==> src/rtl/lbp_uniform_decoder.sv <==
// Uniform-LBP label decoder: builds its label->code table after reset,
// then answers label lookups with one cycle of registered latency.
module lbp_uniform_decoder #(
    parameter logic [7:0] ERR_PATTERN = 8'h00
) (
    input  logic       clock,
    input  logic       reset,
    input  logic [7:0] labelIn,
    input  logic       labelValid,
    output logic       ready,
    output logic [7:0] patternOut,
    output logic       patternValid,
    output logic       labelError
);

    typedef enum logic {
        BUILD,
        SERVE
    } state_t;

    localparam logic [5:0] LAST_LABEL = 6'd58;

    state_t     state;
    state_t     stateNext;
    logic [7:0] scanCode;
    logic [5:0] nextLabel;
    logic [7:0] tbl [0:58];
    logic       scanUniform;
    logic       lastCode;
    logic       accept;
    logic       lookupBad;
    logic [5:0] rdIdx;

    function automatic logic isUniform(input logic [7:0] c);
        logic [7:0] t;
        logic [3:0] n;
        t = c ^ {c[6:0], c[7]};
        n = 4'd0;
        for (int i = 0; i < 8; i++) begin
            n = n + {3'd0, t[i]};
        end
        return n <= 4'd2;
    endfunction

    assign scanUniform = isUniform(scanCode);
    assign lastCode    = scanCode == 8'hFF;
    assign ready       = state == SERVE;
    assign accept      = ready && labelValid;
    assign lookupBad   = labelIn == 8'd0 || labelIn > {2'b00, LAST_LABEL};
    assign rdIdx       = labelIn[5:0];

    always_ff @(posedge clock) begin
        if (reset) begin
            state <= BUILD;
        end else begin
            state <= stateNext;
        end
    end

    always_comb begin
        stateNext = state;
        unique case (state)
            BUILD: if (lastCode) stateNext = SERVE;
            SERVE: stateNext = SERVE;
            default: stateNext = BUILD;
        endcase
    end

    // scanCode parks at 255 once the scan completes.
    always_ff @(posedge clock) begin
        if (reset) begin
            scanCode  <= 8'd0;
            nextLabel <= 6'd1;
        end else if (state == BUILD) begin
            if (!lastCode) begin
                scanCode <= scanCode + 8'd1;
            end
            if (scanUniform) begin
                nextLabel <= nextLabel + 6'd1;
            end
        end
    end

    always_ff @(posedge clock) begin
        if (!reset && state == BUILD && scanUniform
            && nextLabel <= LAST_LABEL) begin
            tbl[nextLabel] <= scanCode;
        end
    end

    always_ff @(posedge clock) begin
        if (reset) begin
            patternOut   <= 8'h00;
            patternValid <= 1'b0;
            labelError   <= 1'b0;
        end else begin
            patternValid <= accept;
            if (accept) begin
                labelError <= lookupBad;
                patternOut <= lookupBad ? ERR_PATTERN : tbl[rdIdx];
            end
        end
    end

endmodule
==> config.mk <==
export PLATFORM = sky130hd
export DESIGN_NAME = lbp_uniform_decoder
export DESIGN_NICKNAME = d
export VERILOG_FILES = /design/src/rtl/lbp_uniform_decoder.sv
export SDC_FILE = /design/constraint.sdc
export NUM_CORES = 1
export LEC_CHECK = 0
export ABC_AREA = 1
export CAP_MARGIN = 10
export CORE_ASPECT_RATIO = 1.5
export CORE_MARGIN = 2
export CORE_UTILIZATION = 57
export CTS_CLUSTER_SIZE = 25
export DETAILED_ROUTE_END_ITERATION = 8
export PLACE_DENSITY = 0.77
export REMOVE_ABC_BUFFERS = 1
export SETUP_SLACK_MARGIN = 0.02
export SLEW_MARGIN = 20
export SYNTH_ARGS = -nofsm -noshare
export SYNTH_HDL_FRONTEND = slang
export SYNTH_SLANG_ARGS = --single-unit
==> constraint.sdc <==
create_clock -name clock -period 5.5 [get_ports clock]
set_clock_uncertainty 0.15 [all_clocks]
set_input_delay 0.55 -clock clock [delete_from_list [all_inputs] [get_ports clock]]
set_output_delay 0.55 -clock clock [all_outputs]
set_load 0.01 [all_outputs]
==> flow_summary.yaml, run 1 <==
setup_path:
  data_arrival_time_of_the_worst_path_ns: 5.36
  critical_path_peak_fanout: 8
  timing.critical_path.to_type: "flip-flop"
  slowest_stage: "sky130_fd_sc_hd__fa_1"
  crit_family: "adder cells"
  slowest_cell_delay_on_critical_path_ns: 0.54
  setup_crit_start_kind: "flip-flop"
  path_buf_inv: 6
  setup.worst_path.class: "reg -> reg"
  critPathRequiredTime_ns: 5.53
  critical_path.cell_chain: "ha_1 > fa_1 > inv_1 > fa_1 > fa_1 > inv_1 > ha_1 > inv_1 > fa_1 > inv_1 > nand4_1 > o21ai_1 > o211ai_2 > inv_1 > nand2_1 > nor2_2 > nand3_1 > buf_4 > nor2_1"
  dominant_cell_type_by_count_on_the_critical_path: "sky130_fd_sc_hd__inv_1"
sta:
  fmax_mhz: 188
  worstMarginPinSlew_ns: 0.944
  worst_slew_margin_rel_pct: 37.1
  fin_crit_ns: 5.33
  period_share_pct: 96.9
  worst_slack_ns: 0.170
  maxSlewViolCount: 0
  fin_tns_setup_ns: 0
  setup-violations-final: 0
  grt_setup_unrepaired: "yes"
  finalHoldViolations: 0
power:
  power.clock.fraction_pct: 37.7
  cellLeakagePower_nw: 8.32
  power.combinational.fraction_pct: 7.6
  sw_frac_of_total_pct: 22.8
  ir_worst_vdd_mv: 0.369
  power.sequential.fraction_pct: 54.7
  power_density_normalized_to_cell_area_nw_per_um2: 341
  p_switching_w: 0.00175
  power.internal_w: 0.00595
detailed_routing:
  totalWireLength_mm: 50.1
  detail_route.wl_per_cell_um: 21.4
  vias: 13900
  detailed_route_iter0_violations: 1527
  antenna_left: 0
  via_density: 5.92
  detail_route.drc_violations: 0
  drt_pre_antenna_iters: 8
finish:
  antenna_cells_inserted: 0
  final_layout_size_suffix_gt1_share_pct: 7.93
  finalNetCount: 1862
  area.growth.synth_to_final_pct: 9.69
  finish.cell_count_without_fillers: 2345
clock_network:
  cts_tree: "done"
  cts.root.buffer_cell: "sky130_fd_sc_hd__clkbuf_16"
  clock_path_buffers: 3
  clock_h_tree_levels: 2
  clkSinkCount: 497
  cts_buffers: 40
  clkTransAtPathRegs_ns: 0.07
  cts_hold_buf: 0
  clk-insertion-delay-late_ns: 0.57
die:
  start_util_pct: 57.6
  floorplan.die.width_um: 159
  row_count: 85
  chipHeight_um: 237
  core-area_um2: 35800
  die_area_um2: 37800
  ioPinCount: 22
global_routing:
  grt_antenna_before_repair: 0
  grt_max_degree: 107
  grt_util_all_layers_pct: 26.6
  number_of_global_route_vias_before_repair: 13700
  global_route_total_overflow: 0
  grt_pass1_wl_mm: 75.8
yosys:
  synth.yosys.warnings: 0
  synth_cells: 1821
  syn_area_per_cell_um2: 11.3
  synth_seq_cells: 497
  post_synthesis_cell_area_um2: 20600
  synth.yosys.seq_area_share_pct: 71.1
  post_synth_num_cell_types: 36
run_status:
  result_of_the_run: "finished clean"
placement:
  dp_worst_setup_slack_ns: 0.212
  io_buffers: 21
  post-place-cells: 2271
  place.detailed.hpwl_mm: 29.8
  routabilityCongestion: 0.934
run:
  max_cap_viols: 0
worst_hold_path:
  class_of_the_tightest_hold_or_removal_check: "reg -> reg"
[placed cells by master, fill, tap and decap left out, types with 2 or more instances in the layout]
| cell | netlist | final |
|---|---|---|
| sky130_fd_sc_hd__nor3_1 | 6 | 6 |
| sky130_fd_sc_hd__ha_1 | 12 | 12 |
| sky130_fd_sc_hd__inv_2 | 6 | 5 |
| sky130_fd_sc_hd__o21ai_0 | 7 | 7 |
| sky130_fd_sc_hd__nor2_1 | 81 | 76 |
| sky130_fd_sc_hd__clkbuf_1 | 14 | 5 |
| sky130_fd_sc_hd__clkbuf_16 | 0 | 41 |
| sky130_fd_sc_hd__a21oi_1 | 57 | 57 |
| sky130_fd_sc_hd__inv_1 | 52 | 52 |
| sky130_fd_sc_hd__inv_6 | 0 | 4 |
| sky130_fd_sc_hd__nor2_2 | 3 | 7 |
| sky130_fd_sc_hd__dfxtp_2 | 0 | 8 |
| sky130_fd_sc_hd__clkinv_2 | 0 | 8 |
| sky130_fd_sc_hd__nand3_1 | 361 | 361 |
| sky130_fd_sc_hd__buf_4 | 19 | 52 |
| sky130_fd_sc_hd__nand2_1 | 612 | 612 |
| sky130_fd_sc_hd__edfxtp_1 | 472 | 472 |
| sky130_fd_sc_hd__clkinvlp_4 | 0 | 2 |
| sky130_fd_sc_hd__bufinv_16 | 0 | 4 |
| sky130_fd_sc_hd__dfxtp_1 | 25 | 17 |
| sky130_fd_sc_hd__clkinv_1 | 4 | 10 |
| sky130_fd_sc_hd__clkdlybuf4s50_1 | 0 | 19 |
| sky130_fd_sc_hd__nand3_2 | 2 | 2 |
| sky130_fd_sc_hd__fa_1 | 4 | 4 |
| sky130_fd_sc_hd__xor2_1 | 2 | 2 |
| sky130_fd_sc_hd__clkbuf_8 | 0 | 4 |
[per-stage QoR]
stage	instance area (µm²)	power, W	util (%)	hold WS, ns
after floorplan	20100	0.00460	-	0.320
after global placement	21300	0.00485	59.4	0.306
after detailed placement	21300	0.00487	59.4	0.311
after CTS	22600	0.00771	63.1	0.321
after global routing	22600	0.00789	63.1	0.344
final	22600	0.00771	63.1	0.316
[per-layer routing]
metal | routed length [µm] | global-route usage, %
met1 | 17600 | 31.8
met2 | 25200 | 46.0
met3 | 4080 | 3.35
met4 | 3140 | 16.4
met5 | 0 | 0
[worst paths after layout]
path                            cells after the start                  startpoint                    endpoint  slack, ns
worst min register to register                      2  patternOut[1]$_SDFFE_PP0P_  patternOut[1]$_SDFFE_PP0P_       0.32
worst max-delay path                               19    scanCode[0]$_SDFFE_PP0P_        tbl[54][1]$_DFFE_PP_       0.17
worst min-delay path                                2  patternOut[1]$_SDFFE_PP0P_  patternOut[1]$_SDFFE_PP0P_       0.32
worst max register to register                     19    scanCode[0]$_SDFFE_PP0P_        tbl[54][1]$_DFFE_PP_       0.17
[sequential cells by signal, summed over array words and instances (netlist names)]
signal and count:
labelError 1, nextLabel 6, patternValid 1, patternOut 8
tbl 472, scanCode 8, ready 1
[final cells by class]
cell class | instances | area (µm²)
flip-flops and latches | 497 | 14700
fillers | 2660 | 13200
multi-input cells | 1161 | 5180
clock buffers | 50 | 1100
well taps | 478 | 598
repair buffers | 72 | 592
inverters | 63 | 243
clock inverters | 24 | 234
[cells in the mapped netlist, drive strengths merged]
library cell  instances  area share, %
ha                   12           0.73
inv                  59            1.1
o221ai                1          0.042
buf                  86            2.4
fa                    4           0.39
dfxtp                25            2.4
nand4                 1          0.030
edfxtp              472             69
nand3               363            8.9
nand2               613             11
a21oi                58            1.4
clkinv                4          0.073
nor3b                 1          0.036
o21ai                 9           0.24
xor2                  2          0.085
xnor2                 1          0.042
or2                   1          0.030
and3                  1          0.030
nor4                  1          0.030
o31ai                 1          0.061
nor2                 84            1.6
nor3                  7           0.19
o211ai                1          0.061
clkbuf               14           0.25
[power by group through the flow]
stage | registers (W) | logic, W | clock network [W]
floorplan | 0.00430 | 0.000300 | 0
global placement | 0.00429 | 0.000562 | 0
detailed placement | 0.00430 | 0.000573 | 0
CTS | 0.00421 | 0.000577 | 0.00292
global route | 0.00422 | 0.000634 | 0.00304
finish | 0.00421 | 0.000587 | 0.00291
[cell families after synthesis]
kind of cell | count (synthesis) | synth area share [%]
flip-flops | 497 | 71.1
XOR/XNOR | 3 | 0.127
AO/OA/AOI/OAI | 70 | 1.83
buffers and inverters | 163 | 3.85
adder cells (fa/ha/maj) | 16 | 1.12
AND/OR/NAND/NOR | 1072 | 22.0
[tightest hold or removal path, cell delays in order (launching register included)]
cell and delay [ns]:
sky130_fd_sc_hd__dfxtp_1 0.31, sky130_fd_sc_hd__nand2_1 0.06, sky130_fd_sc_hd__a21oi_1 0.05
[what timing repair did]
action,CTS,global route
endpoints found under the setup margin,0,64
resized for setup,0,4
buffers inserted,0,0
Power figures use the tool's default switching activity.
==> run 2: changes to the inputs <==
CAP_MARGIN = 20   (was 10)
==> results of run 2 <==
Same layout as run 1: the final DEF is identical, and so are final timing and power.
